**src/rtl/midi_rx_fifo.sv**
```systemverilog
// midi_rx_fifo
//   MIDI (31250 baud, 8N1) serial receiver feeding a small pop-on-read FIFO.
//   Bytes are decoded from the raw line, buffered, and exposed to the
//   cartridge register decode together with status flags and an active-high
//   interrupt request.
//
// Ports
//   clock      system clock, rising-edge active
//   reset      asynchronous, active-high reset
//   rxd_in     raw serial line (asynchronous, idle high)
//   rd_en      one-cycle pop strobe
//   clr_err    one-cycle strobe clearing overrun / frame_err
//   irq_en     interrupt enable
//   rx_data    head-of-FIFO byte, 0x00 when empty
//   rx_valid   FIFO not empty
//   rx_full    FIFO holds DEPTH entries
//   rx_count   number of entries held
//   overrun    sticky: byte dropped because the FIFO was full
//   frame_err  sticky: stop bit sampled low
//   irq        irq_en & (rx_valid | overrun | frame_err)

module midi_rx_fifo #(
    parameter int BIT_CYCLES = 32,
    parameter int DEPTH      = 8,
    parameter int PTR_W      = 3
) (
    input  logic             clock,
    input  logic             reset,
    input  logic             rxd_in,
    input  logic             rd_en,
    input  logic             clr_err,
    input  logic             irq_en,
    output logic [7:0]       rx_data,
    output logic             rx_valid,
    output logic             rx_full,
    output logic [PTR_W:0]   rx_count,
    output logic             overrun,
    output logic             frame_err,
    output logic             irq
);

    localparam int CNT_W = $clog2(BIT_CYCLES);
    localparam logic [CNT_W-1:0] HALF_M1 = CNT_W'(BIT_CYCLES / 2 - 1);
    localparam logic [CNT_W-1:0] FULL_M1 = CNT_W'(BIT_CYCLES - 1);
    localparam logic [PTR_W:0]   DEPTH_C = (PTR_W + 1)'(DEPTH);

    typedef enum logic [2:0] {
        S_IDLE,
        S_START,
        S_DATA,
        S_STOP,
        S_BREAK
    } state_t;

    // ------------------------------------------------------------------
    // Line synchroniser; both flops reset to the idle (high) level so a
    // reset never looks like a start bit.
    // ------------------------------------------------------------------
    logic sync1;
    logic rxs;

    always_ff @(posedge clock or posedge reset) begin
        if (reset) begin
            sync1 <= 1'b1;
            rxs   <= 1'b1;
        end else begin
            sync1 <= rxd_in;
            rxs   <= sync1;
        end
    end

    // ------------------------------------------------------------------
    // Receive FSM
    // ------------------------------------------------------------------
    state_t           state;
    state_t           state_nxt;
    logic [CNT_W-1:0] cnt;
    logic [2:0]       bit_idx;
    logic [7:0]       shreg;
    logic             cnt_clr;
    logic             shift;
    logic             push;
    logic             ferr_set;

    always_ff @(posedge clock or posedge reset) begin
        if (reset) begin
            state   <= S_IDLE;
            cnt     <= '0;
            bit_idx <= '0;
            shreg   <= '0;
        end else begin
            state <= state_nxt;
            cnt   <= cnt_clr ? '0 : cnt + 1'b1;
            // bit index is re-armed for the whole start-bit interval so
            // DATA always begins at bit 0
            if (state == S_START)
                bit_idx <= '0;
            else if (shift)
                bit_idx <= bit_idx + 1'b1;
            // LSB arrives first, so shift in from the top
            if (shift)
                shreg <= {rxs, shreg[7:1]};
        end
    end

    always_comb begin
        state_nxt = state;
        cnt_clr   = 1'b0;
        shift     = 1'b0;
        push      = 1'b0;
        ferr_set  = 1'b0;
        case (state)
            S_IDLE: begin
                cnt_clr = 1'b1;
                if (!rxs)
                    state_nxt = S_START;
            end
            S_START: begin
                // mid-bit re-check rejects short glitches
                if (cnt == HALF_M1) begin
                    cnt_clr   = 1'b1;
                    state_nxt = rxs ? S_IDLE : S_DATA;
                end
            end
            S_DATA: begin
                if (cnt == FULL_M1) begin
                    cnt_clr = 1'b1;
                    shift   = 1'b1;
                    if (bit_idx == 3'd7)
                        state_nxt = S_STOP;
                end
            end
            S_STOP: begin
                if (cnt == FULL_M1) begin
                    cnt_clr = 1'b1;
                    if (rxs) begin
                        push      = 1'b1;
                        state_nxt = S_IDLE;
                    end else begin
                        ferr_set  = 1'b1;
                        state_nxt = S_BREAK;
                    end
                end
            end
            S_BREAK: begin
                // a held-low line must go high before another start bit
                cnt_clr = 1'b1;
                if (rxs)
                    state_nxt = S_IDLE;
            end
            default: begin
                cnt_clr   = 1'b1;
                state_nxt = S_IDLE;
            end
        endcase
    end

    // ------------------------------------------------------------------
    // Receive FIFO
    // ------------------------------------------------------------------
    logic [7:0]       mem [DEPTH];
    logic [PTR_W-1:0] wr_ptr;
    logic [PTR_W-1:0] rd_ptr;
    logic [PTR_W:0]   count;
    logic             pop_ok;
    logic             push_ok;

    assign rx_full  = (count == DEPTH_C);
    assign rx_valid = (count != '0);
    assign pop_ok   = rd_en && rx_valid;
    // a pop in the same cycle frees the slot, so a full FIFO still accepts
    assign push_ok  = push && (!rx_full || pop_ok);

    always_ff @(posedge clock) begin
        if (push_ok)
            mem[wr_ptr] <= shreg;
    end

    always_ff @(posedge clock or posedge reset) begin
        if (reset) begin
            wr_ptr <= '0;
            rd_ptr <= '0;
            count  <= '0;
        end else begin
            if (push_ok)
                wr_ptr <= wr_ptr + 1'b1;
            if (pop_ok)
                rd_ptr <= rd_ptr + 1'b1;
            case ({push_ok, pop_ok})
                2'b10:   count <= count + 1'b1;
                2'b01:   count <= count - 1'b1;
                default: count <= count;
            endcase
        end
    end

    // sticky flags: a new event on the same edge as clr_err wins
    always_ff @(posedge clock or posedge reset) begin
        if (reset) begin
            overrun   <= 1'b0;
            frame_err <= 1'b0;
        end else begin
            if (push && rx_full && !pop_ok)
                overrun <= 1'b1;
            else if (clr_err)
                overrun <= 1'b0;
            if (ferr_set)
                frame_err <= 1'b1;
            else if (clr_err)
                frame_err <= 1'b0;
        end
    end

    assign rx_count = count;
    assign rx_data  = rx_valid ? mem[rd_ptr] : 8'h00;
    assign irq      = irq_en && (rx_valid || overrun || frame_err);

endmodule

```
**config.mk**
```make
export PLATFORM = sky130hd
export DESIGN_NAME = midi_rx_fifo
export DESIGN_NICKNAME = d
export VERILOG_FILES = /design/src/rtl/midi_rx_fifo.sv
export SDC_FILE = /design/constraint.sdc
export NUM_CORES = 1
export LEC_CHECK = 0
export BUFFER_PORTS_ARGS = -buffer_cell sky130_fd_sc_hd__buf_2
export CAP_MARGIN = 5
export CORE_ASPECT_RATIO = 2
export CORE_UTILIZATION = 35
export CTS_BUF_LIST = sky130_fd_sc_hd__clkbuf_8
export CTS_CLUSTER_SIZE = 12
export DETAILED_ROUTE_END_ITERATION = 8
export SLEW_MARGIN = 40
export SYNTH_ARGS = -nofsm -noshare
export SYNTH_HDL_FRONTEND = slang
export SYNTH_SLANG_ARGS = --single-unit
export TNS_END_PERCENT = 5
```
**constraint.sdc**
```tcl
create_clock -name clock -period 3.5 [get_ports clock]
set_input_delay 0.35 -clock clock [delete_from_list [all_inputs] [get_ports clock]]
set_output_delay 0.35 -clock clock [all_outputs]
set_load 0.03 [all_outputs]
```
Yosys cells after proc, flatten, opt, wreduce, memory -nomap -nowiden
Memory sizes are Yosys's and may differ from the RTL's.
Index checks and enable logic that the tools add are counted.
{ "classes": {"reduce_logical": 18, "n_mux": 29, "add_sub_neg": 6, "n_eq_ne": 16} }
{ "ops": {"columns": ["operator", "n"], "rows": [
  ["two-way mux 3 bit", 9],
  ["case mux 3 bit (5 select lines)", 1],
  ["two-way mux 1 bit", 14],
  ["inequality test 2 bit, second input constant", 5],
  ["adder 3 x 1 -> 3 bit, second input constant", 3],
  ["two-way mux 8 bit", 1],
  ["case mux 4 bit (2 select lines)", 1],
  ["nonzero test 2 bit", 4],
  ["== test 3 x 2 -> 1 bit, second input constant", 2],
  ["== test 3 bit, second input constant", 2],
  ["AND reduction 6 bit", 1],
  ["adder 5 x 1 -> 5 bit, second input constant", 1],
  ["== test 5 x 4 -> 1 bit, second input constant", 1],
  ["== test 5 bit, second input constant", 1],
  ["logical AND 1 bit", 5],
  ["two-way mux 5 bit", 1],
  ["adder 4 x 1 -> 4 bit, second input constant", 1],
  ["== test 4 bit, second input constant", 1],
  ["nonzero test 4 bit", 1],
  ["subtractor 4 x 1 -> 4 bit, second input constant", 1],
  ["== test 3 x 1 -> 1 bit, second input constant", 1],
  ["logical NOT 3 bit", 1],
  ["logical OR 1 bit", 3],
  ["== test 2 x 1 -> 1 bit, second input constant", 1],
  ["other kinds (6)", 7]
]} }
{ "totals": {"ram_bits": 64, "wordCells": 81, "register_bits": 33, "out_inout_bits": 17, "in_bits": 6, "n_memories": 1} }
{ "memory_table": {"columns": ["memory", "words", "width", "rd", "rd_ports_with_merged_regs", "write_ports", "line", "rtl"], "rows": [
  ["mem", 8, 8, 1, 0, 1, "161", "logic [7:0] mem [DEPTH];"]
]} }

Longest topological paths before layout
{ "logic_depth": {"ltp_word": 6, "mapped_depth": 13, "mapped_depth_nobuf": 12} }

Worst setup path before layout
Ideal clock, no wire load.
{ "synth_path": {"path_type": "flip-flop to flip-flop", "start": "reg cnt[0]", "end": "reg count[2] (netlist: rx_count[2])", "setup_ns": 0.126, "period_less_slack_ns": 2.747, "n_path_buf": 1, "path_stages_with_launch": 13, "slack_ns": 0.753, "t_arrival_ns": 2.621, "t_required_ns": 3.374, "path_cell_list": "dfrtp_1 ha_1 and3_1 ha_1 and4b_4 and2_4 buf_6 nor2_1 xor2_1 ha_1 a2111oi_2 a31oi_1 a221o_1"} }
{ "synth_via": {"elab_chain_cells": 6, "word_cells_on_any_way": 8, "classes_between": "eq/ne (3); mux (3); reduce/logical (2)"} }
{ "synth_lines": {"columns": ["item", "line", "rtl"], "rows": [
  ["start: declaration", "77", "logic [CNT_W-1:0] cnt;"],
  ["start signal: assignment", "93", "cnt <= cnt_clr ? '0 : cnt + 1'b1;"],
  ["== test 5 bit *", "134", "if (cnt == FULL_M1) begin"],
  ["two-way mux 1 bit *", "134", null],
  ["two-way mux 1 bit *", "112", "case (state)"],
  ["logical AND 1 bit *", "172", "assign push_ok = push && (!rx_full || pop_ok);"],
  ["== test 2 x 1 -> 1 bit / == test 2 bit (equally long branches)", "189", "case ({push_ok, pop_ok})"],
  ["case mux 4 bit (2 select lines) / nonzero test 2 bit (equally long branches)", null, null],
  ["end signal: assignment", "190", "2'b10: count <= count + 1'b1;"],
  ["end signal: assignment", "191", "2'b01: count <= count - 1'b1;"],
  ["end signal: assignment", "192", "default: count <= count;"],
  ["end: declaration", "164", "logic [PTR_W:0] count;"]
]} }
Every way passes the cells marked *; elsewhere a longest branch is shown, timed or not.
A chain may end at the register's enable or synchronous reset.

Worst setup path after layout
Same ends and word-level chain as after synthesis.

==> impl_results.md <==
* Register share of total power at between 50% and 60%
* Initial DRC count at 181
* Final Hold Viols at 0
* Final Wtd Congestion at 0.762
* Port Buffers at 22
* Wire per inst at 17.2 um
* Final ANT Viol Nets at 0
* Clock Skews at roughly 14 ps
* Net Count, Synth at 272
* Predominant post-synthesis flop cell: edfxtp_1
* Relative slew margins at roughly 54%
* Largest net degree at the start of global routing at 34
* Synth top area share at between 40 and 50%
* Pleak at around 0.0018 uW
* Root Buffer: clkbuf_8
* Dpl cells at 424
* Skew-Pair Late Insertion Delay at approximately 370 ps
* Most frequent cells after synthesis: 64 x edfxtp_1, 31 x dfrtp_1, 28 x nor2_1
* CTS tree: yes
* # Post-CTS Setup Buffers at 0
* Resized cells post-CTS at 0
* Worst-margin pin slew at slightly below 700 ps
* Fin cells at 440
* Final nets at between 300 and 400
* Total gr overflow at 0
* Comb pwr share at a little over a tenth
* Hold Crit Class: input pin to async pin
* Num CTS Buffers at 9
* Fin crit period at approximately 2900 ps
* Clock Power Share at 31.2%
* Core Region at about 0.012 mm^2
* Most used standard cell by instance count after synthesis: edfxtp_1
* RSZ-0062 raised after global routing: false
* Max-cap viol count at 0
* Critical Path Fanout Max at 9
* Most area-consuming cells after synthesis: edfxtp_1 46%, dfrtp_1 19%, mux4_2 8.6%
* Full die area at between 0.01 and 0.015 mm^2
* Final wirelength at 7.58 mm
* Synthesized instance count at roughly 260
* Peak supply drop at 0.000192 V
* Initial antenna violation count at 0
* Die Y at ~160 um
* Row count at 56
* Netlist Area Pre-Place at 0.00419 mm^2
* Routed via count at 2207
* Yosys cell types at 54
* Starting Density at between 30% and 40%
* Crit path arrival time at about 3100 ps
* M3 GR Usage at ~2.8%
* Clk slew on worst S/H paths at around 100 ps
* Met2 usage at approximately 25%
* Hold Buf Count CTS at 0
* Met1 Use GR at 13.9%
* Grt peak-use layer: met2
* Critical path type: flop to flop
* CP required at approximately 3800 ps
* Critical path launch point type: flop
* First-pass DRT Iterations at 4
* First-pass GRT wire length at 12.0 mm
* Fmax at 0.348 GHz
* Async SR Flop Fraction at about a third
* Ratio of cells with drive above 1 in the final layout at a little under a third
* Post-synth EDFFs at 64
* Switching Share at approximately 28%
* Crit end category: flop
* P_sw at roughly 600 uW
* Area leader, netlist: edfxtp_1
* Tcrit/Tclk final at 82.0%
* H-Tree Level Count at 3
* Warnings, synthesis at 0
* Post-Syn Area per Cell at 16.2 um^2
* Seq/Total Area, Yosys at between 60% and 70%
* Final slew viol count at 0
* DP HPWL at about 5.5 mm
* P&R area growth vs syn at 11.1%
* Diode count at 0
* Total Routing Usage GR at a little over an eighth
* Clock sink count at just under 100
* DRC at 0
* Setup Viol. Count Final at 0
* I/O pin cnt at 23
* Via density at roughly 5
* Cell Int Power at ~1600 uW
* Seq cells post-synth at 97
* Vias in the first global route at between 2k and 2.5k
* Maximum clock insertion buffer count at 2
* Power per Cell Area at approximately 470 mW/mm^2
* Final setup TNS at 0 ps
* Run status: completed
* Die X-Extent at around 79 um
==> flip-flops by register name (all words and copies together), names as in the netlist, 3 cells and up <==
signal,flops
mem,64
wr_ptr,3
cnt,5
bit_idx,3
rx_count,4
state,3
shreg,8
rd_ptr,3
==> power groups by stage <==
stage / registers [uW] / logic (uW) / clock network (uW)
global placement: 1290 / 247 / 0
floorplan: 1290 / 175 / 0
global route: 1270 / 269 / 755
detailed placement: 1300 / 249 / 0
CTS: 1270 / 250 / 712
finish: 1270 / 243 / 687
==> per-layer routing <==
layer / vias up / share of wire (%)
li1: 1039 / -
met3: 11 / 2.0
met4: 0 / 2.7
met1: 1132 / 37
met2: 25 / 58
met5: - / 0
==> critical path: stages, from the launching register on <==
cell and delay, ps:
dfrtp_1 380, ha_1 190, and3_1 190, ha_1 270, and4b_4 340, and2_4 220
nor2_1 70, xor2_1 140, ha_1 230, a2111oi_2 380, a31oi_1 70, a221o_1 290
==> path summary, 6_finish.rpt <==
kind | start | endpoint | slack (ps) | cells past startpoint
setup reg to reg | cnt[0] | rx_count[2] | 630 | 11
max in group asynchronous | reset | rd_ptr[1] | 3100 | 3
min in group clock | rxd_in | sync1 | 80 | 1
hold / removal | reset | bit_idx[0] | 60 | 3
hold reg to reg | sync1 | rxs | 360 | 0
setup / recovery | cnt[0] | rx_count[2] | 630 | 11
==> area by class of cell <==
cell class	count	area, um^2
repair buffers	32	185
clock inverters	7	61.3
inverters	9	33.8
clock buffers	9	124
flip-flops and latches	97	2750
fillers	1055	7050
well taps	145	181
multi-input cells	141	1320
==> stage by stage <==
stage | hold slack, ps | total power (uW) | utilization, % | worst slack, ps | instance area (um^2)
after CTS | 62.8 | 2230 | 39.8 | 617 | 4650
final | 59.8 | 2200 | 39.8 | 629 | 4650
after global routing | 62.9 | 2300 | 39.8 | 385 | 4650
after global placement | 347 | 1540 | 38.2 | 696 | 4470
after detailed placement | 347 | 1550 | 38.2 | 634 | 4470
after floorplan | 345 | 1470 | - | 753 | 4190
==> layout by cell type, fill, tap and decap left out, types with 2 or more instances in the layout <==
| cell type | Yosys | layout |
|---|---|---|
| mux2i_1 | 9 | 9 |
| xnor2_1 | 5 | 5 |
| a21oi_1 | 6 | 6 |
| nor2_1 | 28 | 28 |
| nand3_1 | 2 | 2 |
| clkinv_4 | 0 | 2 |
| a31oi_1 | 2 | 2 |
| nor3_2 | 2 | 2 |
| dfstp_2 | 2 | 2 |
| inv_1 | 8 | 8 |
| clkbuf_8 | 0 | 9 |
| xor2_1 | 2 | 2 |
| inv_6 | 0 | 2 |
| edfxtp_1 | 64 | 64 |
| o21ai_0 | 2 | 2 |
| mux2_2 | 9 | 9 |
| a22o_1 | 6 | 6 |
| ha_1 | 8 | 8 |
| buf_4 | 1 | 10 |
| or2_2 | 2 | 2 |
| nor3b_1 | 2 | 2 |
| buf_2 | 1 | 22 |
| a311oi_1 | 2 | 2 |
| mux4_2 | 16 | 16 |
| nor2b_1 | 3 | 3 |
| nand2_1 | 7 | 7 |
| nand2b_1 | 3 | 3 |
| nand3b_1 | 2 | 2 |
| nor3_1 | 2 | 2 |
| inv_8 | 0 | 2 |
| dfrtp_1 | 31 | 30 |
==> logic make-up after synthesis <==
kind of cell               after synthesis  share of synthesized area [%]
AOI/OAI and AO/OA                       26                           4.78
xor gates and xnor gates                 7                           1.46
adders and majority gates                8                           2.39
buffers and inverters                   20                           2.87
DFF                                     97                           65.7
muxes                                   36                           13.8
and+or+nand+nor                         64                           9.00
(Power assumes the default switching activity.)
